[src/rtl/btn_gesture_pkg.sv]
// Board-level defaults for the button gesture decoder (12 MHz HFOSC),
// plus a range check for the tick parameters.
package btn_gesture_pkg;

  localparam int unsigned BTN_CLK_HZ     = 12_000_000;
  localparam int unsigned BTN_TW         = 24;
  localparam int unsigned BTN_LONG_TICKS = BTN_CLK_HZ / 2;  // 0.5 s
  localparam int unsigned BTN_GAP_TICKS  = BTN_CLK_HZ / 4;  // 0.25 s

  function automatic bit ticks_ok(input int unsigned ticks, input int unsigned tw);
    return (ticks >= 2) && (64'(ticks) < (64'd1 << tw));
  endfunction

endpackage

[src/rtl/btn_gesture_if.sv]
// Button-to-boot-FSM signal bundle: filtered button in, gesture events out.
interface btn_gesture_if;

  logic btn_v;
  logic btn_f;
  logic btn_r;
  logic evt_short;
  logic evt_long;
  logic evt_double;
  logic held;
  logic busy;

  modport master (
    output btn_v, btn_f, btn_r,
    input  evt_short, evt_long, evt_double, held, busy
  );

  modport slave (
    input  btn_v, btn_f, btn_r,
    output evt_short, evt_long, evt_double, held, busy
  );

endinterface

[src/rtl/btn_gesture_timer.sv]
// gesture_timer: TW-bit up-counter with synchronous clear (priority) and enable.
module gesture_timer #(
  parameter int unsigned TW = 24
) (
  input  logic          clk,
  input  logic          rst_n,
  input  logic          i_clr,
  input  logic          i_en,
  output logic [TW-1:0] o_cnt
);

  logic [TW-1:0] r_cnt;

  always_ff @(posedge clk) begin
    if (!rst_n) begin
      r_cnt <= '0;
    end else if (i_clr) begin
      r_cnt <= '0;
    end else if (i_en) begin
      r_cnt <= r_cnt + TW'(1);
    end
  end

  assign o_cnt = r_cnt;

endmodule

[src/rtl/btn_gesture.sv]
// Button gesture decoder: short / long / double press events and hold level.
// Define BTN_DOUBLE_EN to build the GAP/PRESS2 states and a live evt_double.
module btn_gesture
  import btn_gesture_pkg::*;
#(
  parameter int unsigned TW         = BTN_TW,
  parameter int unsigned LONG_TICKS = BTN_LONG_TICKS,
  parameter int unsigned GAP_TICKS  = BTN_GAP_TICKS
) (
  input  logic          clk,
  input  logic          rst_n,
  btn_gesture_if.slave  bus
);

  if (!ticks_ok(LONG_TICKS, TW) || !ticks_ok(GAP_TICKS, TW)) begin : g_bad_ticks
    $error("btn_gesture: LONG_TICKS/GAP_TICKS must lie in 2 .. 2^TW-1");
  end

  typedef enum logic [2:0] {
    S_IDLE,
    S_PRESS,
    S_HOLD
`ifdef BTN_DOUBLE_EN
    ,
    S_GAP,
    S_PRESS2
`endif
  } state_t;

  localparam logic [TW-1:0] LONG_CMP = TW'(LONG_TICKS - 1);
`ifdef BTN_DOUBLE_EN
  localparam logic [TW-1:0] GAP_CMP  = TW'(GAP_TICKS - 1);
`endif

  state_t        r_state;
  state_t        w_state_nxt;
  logic          w_short_nxt;
  logic          w_long_nxt;
  logic          w_double_nxt;
  logic          w_tmr_clr;
  logic          w_tmr_en;
  logic [TW-1:0] w_cnt;
  logic          r_evt_short;
  logic          r_evt_long;
  logic          r_evt_double;
  logic          r_held;
  logic          r_busy;

  // Release beats the long compare, press beats the gap compare.
  always_comb begin
    w_state_nxt  = r_state;
    w_short_nxt  = 1'b0;
    w_long_nxt   = 1'b0;
    w_double_nxt = 1'b0;
    case (r_state)
      S_IDLE: begin
        if (bus.btn_f) begin
          w_state_nxt = S_PRESS;
        end else if (!bus.btn_v) begin
          w_state_nxt = S_HOLD;
        end
      end
      S_PRESS: begin
        if (bus.btn_r) begin
`ifdef BTN_DOUBLE_EN
          w_state_nxt = S_GAP;
`else
          w_state_nxt = S_IDLE;
          w_short_nxt = 1'b1;
`endif
        end else if (w_cnt == LONG_CMP) begin
          w_state_nxt = S_HOLD;
          w_long_nxt  = 1'b1;
        end
      end
`ifdef BTN_DOUBLE_EN
      S_GAP: begin
        if (bus.btn_f) begin
          w_state_nxt = S_PRESS2;
        end else if (w_cnt == GAP_CMP) begin
          w_state_nxt = S_IDLE;
          w_short_nxt = 1'b1;
        end
      end
      S_PRESS2: begin
        if (bus.btn_r) begin
          w_state_nxt  = S_IDLE;
          w_double_nxt = 1'b1;
        end else if (w_cnt == LONG_CMP) begin
          w_state_nxt = S_HOLD;
          w_long_nxt  = 1'b1;
        end
      end
`endif
      S_HOLD: begin
        if (bus.btn_r) begin
          w_state_nxt = S_IDLE;
        end
      end
      default: w_state_nxt = S_IDLE;
    endcase
  end

  assign w_tmr_clr = (w_state_nxt != r_state);
`ifdef BTN_DOUBLE_EN
  assign w_tmr_en  = (r_state == S_PRESS) || (r_state == S_GAP) || (r_state == S_PRESS2);
`else
  assign w_tmr_en  = (r_state == S_PRESS);
`endif

  gesture_timer #(.TW(TW)) u_timer (
    .clk   (clk),
    .rst_n (rst_n),
    .i_clr (w_tmr_clr),
    .i_en  (w_tmr_en),
    .o_cnt (w_cnt)
  );

  // Outputs are registered from next-state so held/busy align with the events.
  always_ff @(posedge clk) begin
    if (!rst_n) begin
      r_state      <= S_IDLE;
      r_evt_short  <= 1'b0;
      r_evt_long   <= 1'b0;
      r_evt_double <= 1'b0;
      r_held       <= 1'b0;
      r_busy       <= 1'b0;
    end else begin
      r_state      <= w_state_nxt;
      r_evt_short  <= w_short_nxt;
      r_evt_long   <= w_long_nxt;
      r_evt_double <= w_double_nxt;
      r_held       <= (w_state_nxt == S_HOLD);
      r_busy       <= (w_state_nxt != S_IDLE);
    end
  end

  assign bus.evt_short  = r_evt_short;
  assign bus.evt_long   = r_evt_long;
`ifdef BTN_DOUBLE_EN
  assign bus.evt_double = r_evt_double;
`else
  assign bus.evt_double = 1'b0;
`endif
  assign bus.held       = r_held;
  assign bus.busy       = r_busy;

endmodule
[src/flat_wrapper.sv]
// flat-port wrapper written by rule: the top's interface ports become plain ports
module btn_gesture_flat import btn_gesture_pkg::*;
#(
  parameter int unsigned TW         = BTN_TW,
  parameter int unsigned LONG_TICKS = BTN_LONG_TICKS,
  parameter int unsigned GAP_TICKS  = BTN_GAP_TICKS
)
  (clk, rst_n, bus_btn_v, bus_btn_f, bus_btn_r, bus_evt_short, bus_evt_long, bus_evt_double, bus_held, bus_busy);
  btn_gesture_if bus_i ();
  input  logic clk;
  input  logic rst_n;
  input wire logic [$bits(bus_i.btn_v)-1:0] bus_btn_v;
  input wire logic [$bits(bus_i.btn_f)-1:0] bus_btn_f;
  input wire logic [$bits(bus_i.btn_r)-1:0] bus_btn_r;
  output wire logic [$bits(bus_i.evt_short)-1:0] bus_evt_short;
  output wire logic [$bits(bus_i.evt_long)-1:0] bus_evt_long;
  output wire logic [$bits(bus_i.evt_double)-1:0] bus_evt_double;
  output wire logic [$bits(bus_i.held)-1:0] bus_held;
  output wire logic [$bits(bus_i.busy)-1:0] bus_busy;
  assign bus_i.btn_v = bus_btn_v;
  assign bus_i.btn_f = bus_btn_f;
  assign bus_i.btn_r = bus_btn_r;
  assign bus_evt_short = bus_i.evt_short;
  assign bus_evt_long = bus_i.evt_long;
  assign bus_evt_double = bus_i.evt_double;
  assign bus_held = bus_i.held;
  assign bus_busy = bus_i.busy;
  btn_gesture #(.TW(TW), .LONG_TICKS(LONG_TICKS), .GAP_TICKS(GAP_TICKS)) u_core (.clk(clk), .rst_n(rst_n), .bus(bus_i));
endmodule
[config.mk]
export PLATFORM = sky130hd
export DESIGN_NAME = btn_gesture_flat
export DESIGN_NICKNAME = d
export VERILOG_FILES = /design/src/rtl/btn_gesture_pkg.sv /design/src/rtl/btn_gesture_if.sv /design/src/rtl/btn_gesture_timer.sv /design/src/rtl/btn_gesture.sv /design/src/flat_wrapper.sv
export SDC_FILE = /design/constraint.sdc
export NUM_CORES = 1
export LEC_CHECK = 0
export CORE_ASPECT_RATIO = 1.5
export CORE_UTILIZATION = 30
export CTS_BUF_LIST = sky130_fd_sc_hd__clkbuf_16
export CTS_CLUSTER_SIZE = 8
export DETAILED_ROUTE_END_ITERATION = 7
export PLACE_DENSITY = 0.53
export SYNTH_ARGS = -nofsm -noshare
export SYNTH_HDL_FRONTEND = slang
export SYNTH_HIERARCHICAL = 1
export SYNTH_SLANG_ARGS = --single-unit
[constraint.sdc]
create_clock -name clk -period 3.7 [get_ports clk]
set_input_delay 0.74 -clock clk [delete_from_list [all_inputs] [get_ports clk]]
set_output_delay 0.74 -clock clk [all_outputs]
set_load 0.05 [all_outputs]
# Word-level counts from Yosys, hierarchy flattened
# Cells that the tools add are included.
[word_totals] register_bits=31 elab_cells=27
[op_classes] reduce_logical=5 n_eq_ne=5 n_addsub=1 muxes=8 bitwise_logic=2
[op_table] operator="adder 24 x 1 -> 24 bit, second input constant" n=1
[op_table] operator="== test 24 x 23 -> 1 bit, second input constant" n=1
[op_table] operator="two-way mux 3 bit" n=5
[op_table] operator="one-hot mux 3 bit (3 select lines)" n=1
[op_table] operator="== test 3 x 2 -> 1 bit, second input constant" n=2
[op_table] operator="== test 3 x 1 -> 1 bit, second input constant" n=1
[op_table] operator="zero test 3 bit" n=1
[op_table] operator="!= test 3 bit" n=1
[op_table] operator="nonzero test 3 bit" n=1
[op_table] operator="OR reduction 3 bit" n=1
[op_table] operator="two-way mux 1 bit" n=2
[op_table] operator="NOT 1 bit" n=2
[op_table] operator="AND reduction 2 bit" n=1
[op_table] operator="OR reduction 2 bit" n=1

# Logic depth before layout (Yosys ltp)
[depth] word_depth=6 ltp_mapped=8 depth_no_buf=7

# Modules after synthesis
# The synthesis kept the hierarchy.
[modules_own_cells] mod="gesture_timer" area_each_um2=1142.3 instances=1 cells_per_inst=125
[modules_own_cells] mod="btn_gesture" area_each_um2=367.9 instances=1 cells_per_inst=45

# Worst setup path after synthesis
# OpenSTA, ideal clock, no wires.
[synth_timing] path_type="reg2reg" startpoint="register u_core.r_state[0]" endpoint="register u_core.u_timer.r_cnt[15], in the netlist u_core/u_timer/o_cnt[15]" path_buffers=1 arrival_ns=1.786 path_stages_with_launch=8 t_required_ns=3.630 slack_ns=1.844 period_less_slack_ns=1.856 cell_sequence="dfxtp_1 -> nand2_2 -> nor2_1 -> and4_1 -> buf_4 -> nand3_2 -> or4_1 -> a21oi_1"
[synth_rtl] item="from (decl)" line_no="btn_gesture.sv:35" text="state_t r_state;"
[synth_rtl] item="from (signal assigned)" line_no="btn_gesture.sv:129" text="r_state <= w_state_nxt;"
[synth_rtl] item="== test 3 x 1 -> 1 bit *" line_no="btn_gesture.sv:108" text="assign w_tmr_en = (r_state == S_PRESS);"
[synth_rtl] item="via u_core.w_tmr_en" line_no="btn_gesture.sv:41" text="logic w_tmr_en;"
[synth_rtl] item="one-hot mux 3 bit (3 select lines)" line_no="btn_gesture.sv:55" text="case (r_state)"
[synth_rtl] item="!= test 3 bit" line_no="btn_gesture.sv:104" text="assign w_tmr_clr = (w_state_nxt != r_state);"
[synth_rtl] item="OR reduction 2 bit (no source line)"
[synth_rtl] item="to (signal assigned)" line_no="btn_gesture_timer.sv:20" text="r_cnt <= r_cnt + TW'(1);"
[synth_rtl] item="to (decl)" line_no="btn_gesture_timer.sv:12" text="logic [TW-1:0] r_cnt;"
# Mark *: on every way through the listed nets, which the timed path passes. The rest lies on a longest branch.
# A chain may end at the register's enable or synchronous reset.

# Final worst setup path
[layout_timing] startpoint="input port bus_btn_r" endpoint="register u_core.u_timer.r_cnt[12], in the netlist u_core/u_timer/o_cnt[12]"
[layout_between] elab_chain_len=4
[layout_lines] item="from (decl)" line_no="flat_wrapper.sv:14" text="input wire logic [$bits(bus_i.btn_r)-1:0] bus_btn_r;"
[layout_lines] item="two-way mux 3 bit (on tied branches)" line_no="btn_gesture.sv:96, btn_gesture.sv:64"
[layout_lines] item="one-hot mux 3 bit (3 select lines) *" line_no="btn_gesture.sv:55"
[layout_lines] item="!= test 3 bit *" line_no="btn_gesture.sv:104"
[layout_lines] item="via u_core.w_tmr_clr" line_no="btn_gesture.sv:40" text="logic w_tmr_clr;"
[layout_lines] item="OR reduction 2 bit (no source line) *"
# Marked as above.

==> Flow_metrics.wiki <==
{| class="wikitable"
! Metric !! Value
|-
| Fraction of final layout cells sized beyond drive strength 1 || 10.73%
|-
| Average wire length per cell after detail routing || 12.34 um
|-
| Final Wtd Congestion || 0.7272
|-
| Classification of the worst-slack hold path || reg -> reg
|-
| Count of final setup violators || 0
|-
| Peak Freq || 420.5 MHz
|-
| Count of routing violations after the opening detailed-route iteration || 45
|-
| Hold Buf Count CTS || 0
|-
| Worst-Margin Slew || 904.0 ps
|-
| Setup TNS || 0 ps
|-
| Max-slew violations || 0
|-
| Maximum clock insertion buffer count || 2
|-
| Number of detailed-route iterations in the first pass || 4
|-
| Number of distinct library cells after synthesis || 45
|-
| Outcome || complete, no violations
|-
| Number of antenna violations at the first check in global routing || 0
|-
| Final worst hold slack || 486.6 ps
|-
| Reg2reg setup slack || 1420 ps
|-
| Power Density || 423.0 nW/um2
|-
| Final hold violation count || 0
|-
| GRT Max-Usage Layer || met2
|-
| Sum of routed wire length over all layers || 2998 um
|-
| Worst hold path stage count || 2
|-
| Gate count of the mapped netlist || 170
|-
| Met2 usage || 21.21%
|-
| Total I/O pin count || 10
|-
| Global-route wire length before repair || 5168 um
|-
| Total of fill cells in the finished design || 523
|-
| Number of max-cap violations || 0
|-
| Clock transition at the registers of the reported paths || 50 ps
|-
| Primary flip-flop cell chosen by synthesis mapping || dfxtp_1
|-
| Static leakage power || 0.5499 nW
|-
| GRT Total Usage || 13.16%
|-
| Arrival time of data at the critical path endpoint || 2500 ps
|-
| Number of DRC violations after detailed routing || 0
|-
| Share of the core filled with cells in the final layout || 36.08%
|-
| Met1 global-route usage || 15.32%
|-
| Relative max-transition margin || 39.73%
|-
| Worst R2R End || u_core/u_timer/o_cnt[12]
|-
| Number of cells on the worst reg-to-reg path || 6
|-
| Average footprint of a synthesized cell || 8.884 um2
|-
| Count of placed standard cells including taps || 236
|-
| Die outline width || 59.93 um
|-
| Endpoint, Worst Hold || u_core/u_timer/o_cnt[23]
|-
| Post-synthesis sequential area ratio || 41.09%
|-
| Synthesis Warnings || 6
|-
| Placed instance area || 1615 um2
|-
| Count of input and output buffers || 8
|-
| Number of register bits inferred by synthesis || 31
|-
| Largest net degree at the start of global routing || 25
|-
| Type of element capturing the critical path || flip-flop
|-
| Grt ovf || 0
|-
| Antenna-violating nets left || 0
|-
| Number of nets in the finished design || 183
|-
| Peak supply drop || 0.1450 mV
|-
| Die height || 88.90 um
|-
| Number of synthesized flops with an enable pin || 0
|-
| Cell Area, Synth || 1510 um2
|-
| Latest clock arrival within the worst-skew pair || 270 ps
|-
| Final critical-path share of the clock period || 64.27%
|-
| Number of global-route vias before repair || 1129
|-
| Full die area || 5327 um2
|-
| Critical Path Fanout Max || 24
|-
| R2R Path Start || u_core/u_timer/o_cnt[7]
|-
| Vias/cell || 4.967
|-
| Worst setup skew after layout || 2.476 ps
|-
| Final cell area excluding filler cells || 1749 um2
|-
| Fraction of synthesis flops using an asynchronous set or reset pin || 0%
|-
| Met3 Use GR || 4.052%
|-
| Critical setup path kind || in -> reg
|-
| TritonCTS clock tree || done
|-
| Clock Root Buffer || clkbuf_16
|-
| Number of clock sinks || 31
|-
| Site row count || 31
|-
| DP HPWL || 2097 um
|-
| Deepest level of the CTS H-tree || 2
|-
| Antenna diode count || 0
|-
| Overall via count from detail_route || 1207
|-
| Floorplan Core Area || 4848 um2
|-
| Starting density of the core || 31.15%
|-
| Data required time of the worst path || 3820 ps
|-
| Startpoint types || input pin
|-
| Period minus WS final || 2378 ps
|-
| Setup repair after global routing missed its margin || no
|-
| Final instance count without filler cells || 243
|-
| Num CTS Buffers || 5
|-
| Startpoint of the most critical hold path || u_core/u_timer/o_cnt[23]
|-
| Number of gates resized after cts || 0
|-
| Post-CTS repair timing setup buffer count || 0
|-
| Area grow syn2layout || 15.82%
|}
registers in the layout (all words and copies together) (netlist names):
signal / count
u_core/bus.evt_short: 1
u_core/bus.evt_long: 1
u_core/bus.busy: 1
u_core/r_state: 3
u_core/bus.held: 1
u_core/u_timer/o_cnt: 24
cells in the mapped netlist, types with 3 or more instances:
cell type	number	share of area, %
dfxtp_1	31	41
nor2_1	21	5.2
a21oi_1	11	3.6
nand2_1	10	2.5
xor2_1	10	5.8
nand4_1	7	2.9
o31ai_1	7	3.5
or4_1	7	3.5
nand3_1	6	2.0
nor3_1	5	1.7
o21ai_0	5	1.7
and4_1	3	1.7
buf_4	3	1.5
clkbuf_1	3	0.75
inv_1	3	0.75
kinds of logic after synthesis:
| group | Yosys count | synth area share, % |
|---|---|---|
| AND/OR/NAND/NOR | 83 | 33.97 |
| XOR/XNOR | 12 | 6.959 |
| buffers and inverters | 13 | 5.053 |
| multiplexers | 1 | 0.6628 |
| flip-flops | 31 | 41.09 |
| AO/OA/AOI/OAI | 28 | 11.18 |
| adder cells (fa/ha/maj) | 1 | 0.8284 |
| other | 1 | 0.2483 |
per-stage QoR:
stage	worst slack [ps]	power, mW
finish	1322	0.7400
global route	1098	0.7719
CTS	1293	0.7555
detailed placement	994.0	0.3744
global placement	1037	0.3745
floorplan	1844	0.3647
layer usage:
metal | wire length (um) | vias up
li1 | - | 628
met2 | 1601 | 15
met4 | 0 | 0
met5 | 0 | -
met3 | 72 | 0
met1 | 1324 | 564
report_power, final:
group	internal (mW)	switching, mW
Sequential	0.337	0.00239
Clock	0.241	0.132
Combinational	0.0106	0.0173
Total	0.589	0.151
worst max-delay path by stage:
stage	end	slack [ps]	depth (start not counted)	from
global route	u_core/u_timer/o_cnt[10]	1100	7	bus_btn_f
finish	u_core/u_timer/o_cnt[12]	1320	5	bus_btn_r
detailed placement	u_core/u_timer/o_cnt[9]	990	7	bus_btn_f
global placement	u_core/u_timer/o_cnt[8]	1040	5	bus_btn_r
floorplan	u_core/u_timer/o_cnt[15]	1840	7	u_core/r_state[0]
CTS	u_core/u_timer/o_cnt[12]	1290	5	bus_btn_r
layout by cell type, fill, tap and decap left out, types with 2 or more instances in the layout:
| cell type | n |
|---|---|
| nand3_1 | 6 |
| clkbuf_16 | 5 |
| o31ai_1 | 7 |
| or4_1 | 7 |
| xnor2_1 | 2 |
| inv_1 | 3 |
| o21ai_1 | 2 |
| a21oi_1 | 11 |
| nor2_1 | 21 |
| or3_1 | 2 |
| and3_1 | 2 |
| and4_1 | 3 |
| nor3_1 | 5 |
| nor4_1 | 2 |
| nand3_2 | 2 |
| xor2_1 | 10 |
| conb_1 | 2 |
| nand4b_1 | 2 |
| nand2_1 | 10 |
| nand4_1 | 7 |
| o21ai_0 | 5 |
| clkdlybuf4s50_1 | 8 |
| dfxtp_1 | 31 |
worst max-delay path, cell delays in order:
cell	delay (ps)
clkdlybuf4s50_1	580
nor4_1	90
a211oi_1	230
nand2b_1	730
nor2_1	110
area by class of cell:
type | instances | area [um2] | share of cell area [%]
Clock buffer | 5 | 125.1 | 7.153
Clock inverter | 2 | 8.758 | 0.5007
Inverter | 4 | 15.01 | 0.8584
Multi-Input combinational cell | 127 | 817.0 | 46.71
Sequential cell | 31 | 620.6 | 35.48
Tap cell | 66 | 82.58 | 4.721
Timing Repair Buffer | 8 | 80.08 | 4.578
Power figures use the tool's default switching activity.
